### src/rtl/private_ram_arb_pkg.sv
// Shared definitions for the private RAM bank arbiter: FSM state encoding and
// the fixed requester count.
package private_ram_arb_pkg;

  localparam int NUM_MASTERS = 2;

  typedef enum logic {
    INIT = 1'b0,
    RUN  = 1'b1
  } state_e;

endpackage

### src/rtl/private_ram_rr_arb.sv
// Two-way round-robin decision: a lone request wins outright, a tie goes to the
// master selected by ptr_i. Output is one-hot or zero.
module private_ram_rr_arb
  import private_ram_arb_pkg::*;
(
  input  logic [NUM_MASTERS-1:0] req_i,
  input  logic                   ptr_i,
  output logic [NUM_MASTERS-1:0] gnt_o
);

  always_comb begin
    gnt_o = '0;
    case (req_i)
      2'b01:   gnt_o = 2'b01;
      2'b10:   gnt_o = 2'b10;
      2'b11:   gnt_o = ptr_i ? 2'b10 : 2'b01;
      default: gnt_o = '0;
    endcase
  end

endmodule

### src/rtl/private_ram_arbiter.sv
// Private RAM bank arbiter: zero-fills the bank after reset, then shares it
// between two masters round-robin. Optional conflict counter: PRIVATE_RAM_ARB_PERF_EN.
module private_ram_arbiter #(
  parameter int ADDR_WIDTH  = 12,
  parameter int NUM_MASTERS = 2
) (
  input  logic                       clk_i,
  input  logic                       rst_i,
  input  logic [1:0]                 req_i,
  input  logic [1:0]                 we_i,
  input  logic [1:0][3:0]            be_i,
  input  logic [1:0][ADDR_WIDTH-1:0] addr_i,
  input  logic [1:0][31:0]           wdata_i,
  output logic [1:0]                 gnt_o,
  output logic [1:0]                 rvalid_o,
  output logic [1:0][31:0]           rdata_o,
  output logic                       ram_csn_o,
  output logic                       ram_wen_o,
  output logic [3:0]                 ram_be_o,
  output logic [ADDR_WIDTH-1:0]      ram_addr_o,
  output logic [31:0]                ram_wdata_o,
  input  logic [31:0]                ram_rdata_i,
  output logic                       init_done_o,
  input  logic                       perf_clr_i,
  output logic [31:0]                conflict_cnt_o
);

  import private_ram_arb_pkg::*;

  state_e                r_state;
  state_e                w_state_next;
  logic [ADDR_WIDTH-1:0] r_init_cnt;
  logic                  r_rr_ptr;
  logic [1:0]            r_rvalid;
  logic [1:0]            w_arb_gnt;
  logic [1:0]            w_gnt;
  logic                  w_init_wr;
  logic                  w_sel;

  private_ram_rr_arb u_rr_arb (
    .req_i (req_i),
    .ptr_i (r_rr_ptr),
    .gnt_o (w_arb_gnt)
  );

  // Bank writes are suppressed while reset is held so the bank sees an idle port.
  always_comb begin
    w_state_next = r_state;
    w_gnt        = 2'b00;
    w_init_wr    = 1'b0;
    case (r_state)
      INIT: begin
        w_init_wr = ~rst_i;
        if (&r_init_cnt) w_state_next = RUN;
      end
      RUN:     w_gnt = w_arb_gnt;
      default: w_state_next = INIT;
    endcase
  end

  assign w_sel = w_gnt[1];

  always_comb begin
    ram_csn_o   = 1'b1;
    ram_wen_o   = 1'b1;
    ram_be_o    = be_i[w_sel];
    ram_addr_o  = addr_i[w_sel];
    ram_wdata_o = wdata_i[w_sel];
    if (w_init_wr) begin
      ram_csn_o   = 1'b0;
      ram_wen_o   = 1'b0;
      ram_be_o    = 4'hF;
      ram_addr_o  = r_init_cnt;
      ram_wdata_o = 32'h0;
    end else if (|w_gnt) begin
      ram_csn_o = 1'b0;
      ram_wen_o = ~we_i[w_sel];
    end
  end

  always_ff @(posedge clk_i or posedge rst_i) begin
    if (rst_i) begin
      r_state    <= INIT;
      r_init_cnt <= '0;
      r_rr_ptr   <= 1'b0;
      r_rvalid   <= 2'b00;
    end else begin
      r_state  <= w_state_next;
      r_rvalid <= w_gnt;
      if (r_state == INIT) r_init_cnt <= r_init_cnt + 1'b1;
      if (|w_gnt) r_rr_ptr <= w_gnt[0];
    end
  end

  assign gnt_o       = w_gnt;
  assign rvalid_o    = r_rvalid;
  assign init_done_o = (r_state == RUN);

  genvar gi;
  generate
    for (gi = 0; gi < NUM_MASTERS; gi++) begin : g_resp
      assign rdata_o[gi] = r_rvalid[gi] ? ram_rdata_i : 32'h0;
    end
  endgenerate

`ifdef PRIVATE_RAM_ARB_PERF_EN
  logic [31:0] r_conflict_cnt;

  // Clear has priority; the count sticks at all-ones instead of wrapping.
  always_ff @(posedge clk_i or posedge rst_i) begin
    if (rst_i) begin
      r_conflict_cnt <= 32'h0;
    end else if (perf_clr_i) begin
      r_conflict_cnt <= 32'h0;
    end else if ((r_state == RUN) && (req_i == 2'b11) && !(&r_conflict_cnt)) begin
      r_conflict_cnt <= r_conflict_cnt + 32'h1;
    end
  end

  assign conflict_cnt_o = r_conflict_cnt;
`else
  logic w_unused_perf_clr;
  assign w_unused_perf_clr = perf_clr_i;
  assign conflict_cnt_o    = 32'h0;
`endif

endmodule
### config.mk
export PLATFORM = sky130hd
export DESIGN_NAME = private_ram_arbiter
export DESIGN_NICKNAME = d
export VERILOG_FILES = /design/src/rtl/private_ram_arb_pkg.sv /design/src/rtl/private_ram_rr_arb.sv /design/src/rtl/private_ram_arbiter.sv
export SDC_FILE = /design/constraint.sdc
export NUM_CORES = 1
export LEC_CHECK = 0
export ABC_AREA = 1
export CAP_MARGIN = 15
export CORE_ASPECT_RATIO = 0.5
export CORE_UTILIZATION = 25
export CTS_CLUSTER_DIAMETER = 100
export DETAILED_ROUTE_END_ITERATION = 8
export PLACE_DENSITY = 0.9
export SYNTH_ARGS = -nofsm -noshare
export SYNTH_HDL_FRONTEND = slang
export SYNTH_HIERARCHICAL = 1
export SYNTH_SLANG_ARGS = --single-unit
### constraint.sdc
create_clock -name clk_i -period 1.23 [get_ports clk_i]
set_input_delay 0.1845 -clock clk_i [delete_from_list [all_inputs] [get_ports clk_i]]
set_output_delay 0.1845 -clock clk_i [all_outputs]
set_load 0.005 [all_outputs]
==> qor.yml <==
placed_design:
  hpwl_um: 8440
  portBuffers: 252
  gp_congestion: 0.806
die:
  die_h_um: 71.0
  die_w_um: 140
  rows: 24
  ios: 286
  dieArea_mm2: 0.00994
  start_util: 0.265
  core-area_mm2: 0.00898
global_route:
  grtUsageTotal: 0.288
  overflow: 0
  grt_max_degree: 16
  antenna_found_initial: 0
  grt_pass1_vias: 4297
  grt_pass1_wl_um: 22500
worst_hold_path:
  hp-class: "in -> async"
worst_setup_path:
  crit_path_start: "init_done_o"
  worst_path_max_delay_cell: "dfrtp_2"
  worstPathArrival_ns: 1.59
  path_cells: "buf_6 > nor2_8 > buf_12 > inv_8 > buf_6 > nand2_1 > a31oi_1 > buf_2"
  cp_slowest_stage_delay_ns: 0.41
  cp_common_cell: "buf_6"
  cp-start-kind: "register"
  critical_path_class: "reg -> out"
  cpLargestDelayFamily: "buffers and inverters"
  required_ns: 1.05
  worstSetupEndpointType: "output pin"
  path_max_fanout: 7
  cp.buffers_inverters: 5
  r2r_start: "init_done_o"
sta:
  fin_crit_ns: 1.78
  skew_ns: 0.00261
  hold_ws_ns: 0.188
  timing.final.crit_share: 1.44
  fin_ws_ns: -0.545
  rsz0062_at_grt: "yes"
  max_freq_mhz: 563
  maxSlewViolCount: 0
  finalSetupViolations: 133
  final-hold-violation-count: 0
route:
  drc: 0
  dr.pass1.iters: 6
  drt_iter0_markers: 361
  totalWireLength_um: 17400
  avgViaCountPerCell: 5.02
  vias: 4509
  wl_per_cell_um: 19.4
  ant_nets: 0
clock_network:
  clock_path_buffers: 2
  cts_tree: "built"
  path_clk_slew_ns: 0.06
  cts-htree-levels: 1
  clkLatencyLatePin_ns: 0.25
  root_buffer: "clkbuf_16"
  cts_hold_repair.buffers: 0
  clock_sinks: 16
  numCtsBuffers: 3
job:
  cap_viol_max_count: 0
yosys:
  avgSynthCellArea_um2: 5.51
  yosys.area_share.simple: 0.399
  yosysSeqAreaShare: 0.168
  synth-xor-area-share: 0.0257
  synthMuxAreaShare: 0
  synth_top_area_cell: "nand2_1"
  synthCells: 432
  synth-compound-area-share: 0.105
  synth_top_area_frac: 0.189
  synth.area.top_cells: "nand2_1 (19%), dfrtp_1 (17%), inv_1 (12%)"
  synth_seq_cells: 16
  synth_warnings: 6
  synth_top_family_by_area: "simple AND/OR/NAND/NOR gates"
  synth.distinct_cells: 28
  synthAdderAreaFrac: 0.00525
  syn-cell-area_mm2: 0.00238
power:
  p_leak_uw: 0.00380
  powerDensity_mw_per_mm2: 340
  ir_drop_uv: 498
  power_uw: 2310
run_status:
  violations: "setup timing"
  status: "complete, but fails checks"
cells_and_area:
  syn2layout_area_growth_pct: 186
  drive_gt1_frac: 0.591
  final_util: 0.758
  antenna_cells: 0
  layout.nets: 919
-- final timing paths --
path	cells after the start	slack, ns	to
min in group clk_i	6	0.61	rvalid_o[0]
worst max-delay path	8	-0.55	ram_wen_o
worst min register to register	2	0.61	r_init_cnt[5]
worst min-delay path	3	0.19	rvalid_o[1]
worst max register to register	9	-0.41	r_init_cnt[9]
max in group asynchronous	3	0.87	init_done_o
-- cell usage in the layout, fill, tap and decap left out, types with 24 or more instances in the layout --
master	synthesis	routed
clkdlybuf4s50_1	0	130
buf_6	6	84
buf_2	2	70
inv_2	1	52
nor2_1	70	44
nand2_1	120	41
nand2_4	1	41
nand2_2	3	39
buf_4	37	35
conb_1	1	32
inv_1	79	26
o21ai_2	0	24
-- repair_timing --
| action | 4_1_cts | 5_1_grt |
|---|---|---|
| gates resized for setup | 670 | 241 |
| setup buffers | 55 | 24 |
| setup endpoints to repair | 128 | 130 |
| pin swaps | 39 | 30 |
| gates cloned | 14 | 1 |
-- kinds of logic after synthesis --
group | count (synthesis)
DFF | 16
adders and majority gates | 1
and+or+nand+nor | 229
other | 1
xor gates and xnor gates | 7
AOI/OAI and AO/OA | 42
buffers and inverters | 136
-- sequential cells by signal (all words and copies together), names as in the netlist --
register and cells:
r_rr_ptr 1, init_done_o 1, r_init_cnt 12, rvalid_o 2
-- cell usage after synthesis --
master      n
nand2_1   120
inv_1      79
nor2_1     70
buf_4      37
o21ai_0    29
nand3_1    27
dfrtp_1    16
clkbuf_1    7
buf_6       6
o21ai_1     6
o211ai_2    4
xor2_1      4
nand2_2     3
nand4_1     3
xnor2_1     3
buf_2       2
clkbuf_2    2
inv_4       2
nor2_4      2
nor3_1      2
a21oi_1     1
a31oi_1     1
conb_1      1
ha_1        1
inv_2       1
nand2_4     1
nor2_8      1
o22ai_2     1
-- stage by stage --
step | worst slack [ns] | cells | setup TNS, ns | area, µm²
global placement | -0.895 | 819 | -59.18 | 5170
detailed placement | -0.954 | 819 | -62.13 | 5170
finish | -0.545 | 899 | -39.39 | 6800
CTS | -0.515 | 891 | -38.52 | 6200
global route | -0.564 | 899 | -42.77 | 6800
floorplan | 0.00365 | 463 | 0 | 2500
-- routing by layer --
layer  wire length (µm)  global-route usage  vias up  part of all wire
met3               1120              0.0555      110             0.064
met2               8960               0.554      320              0.51
met5                  0                   0        -                 0
li1                   -                   -     1930                 -
met4               1090               0.149        0             0.062
met1               6270               0.303     2149              0.36
-- cell type report --
| class | instances | area, µm² |
|---|---|---|
| flip-flops and latches | 16 | 404 |
| inverters | 82 | 338 |
| clock buffers | 4 | 88.8 |
| repair buffers | 367 | 3600 |
| multi-input cells | 312 | 2220 |
| fillers | 548 | 2180 |
| well taps | 117 | 146 |
| repair inverters | 1 | 11.3 |
-- power breakdown --
group          leakage, µW  internal, µW  switching (µW)
combinational      0.00355           617             436
sequential        0.000204           526               0
clock            0.0000442           495             238
total              0.00380          1640             674
-- tightest hold or removal path, cell delays in order --
cell	delay [ns]
dlygate4sd2_1	0.31
inv_1	0.11
buf_4	0.18
Power figures use the tool's default switching activity.
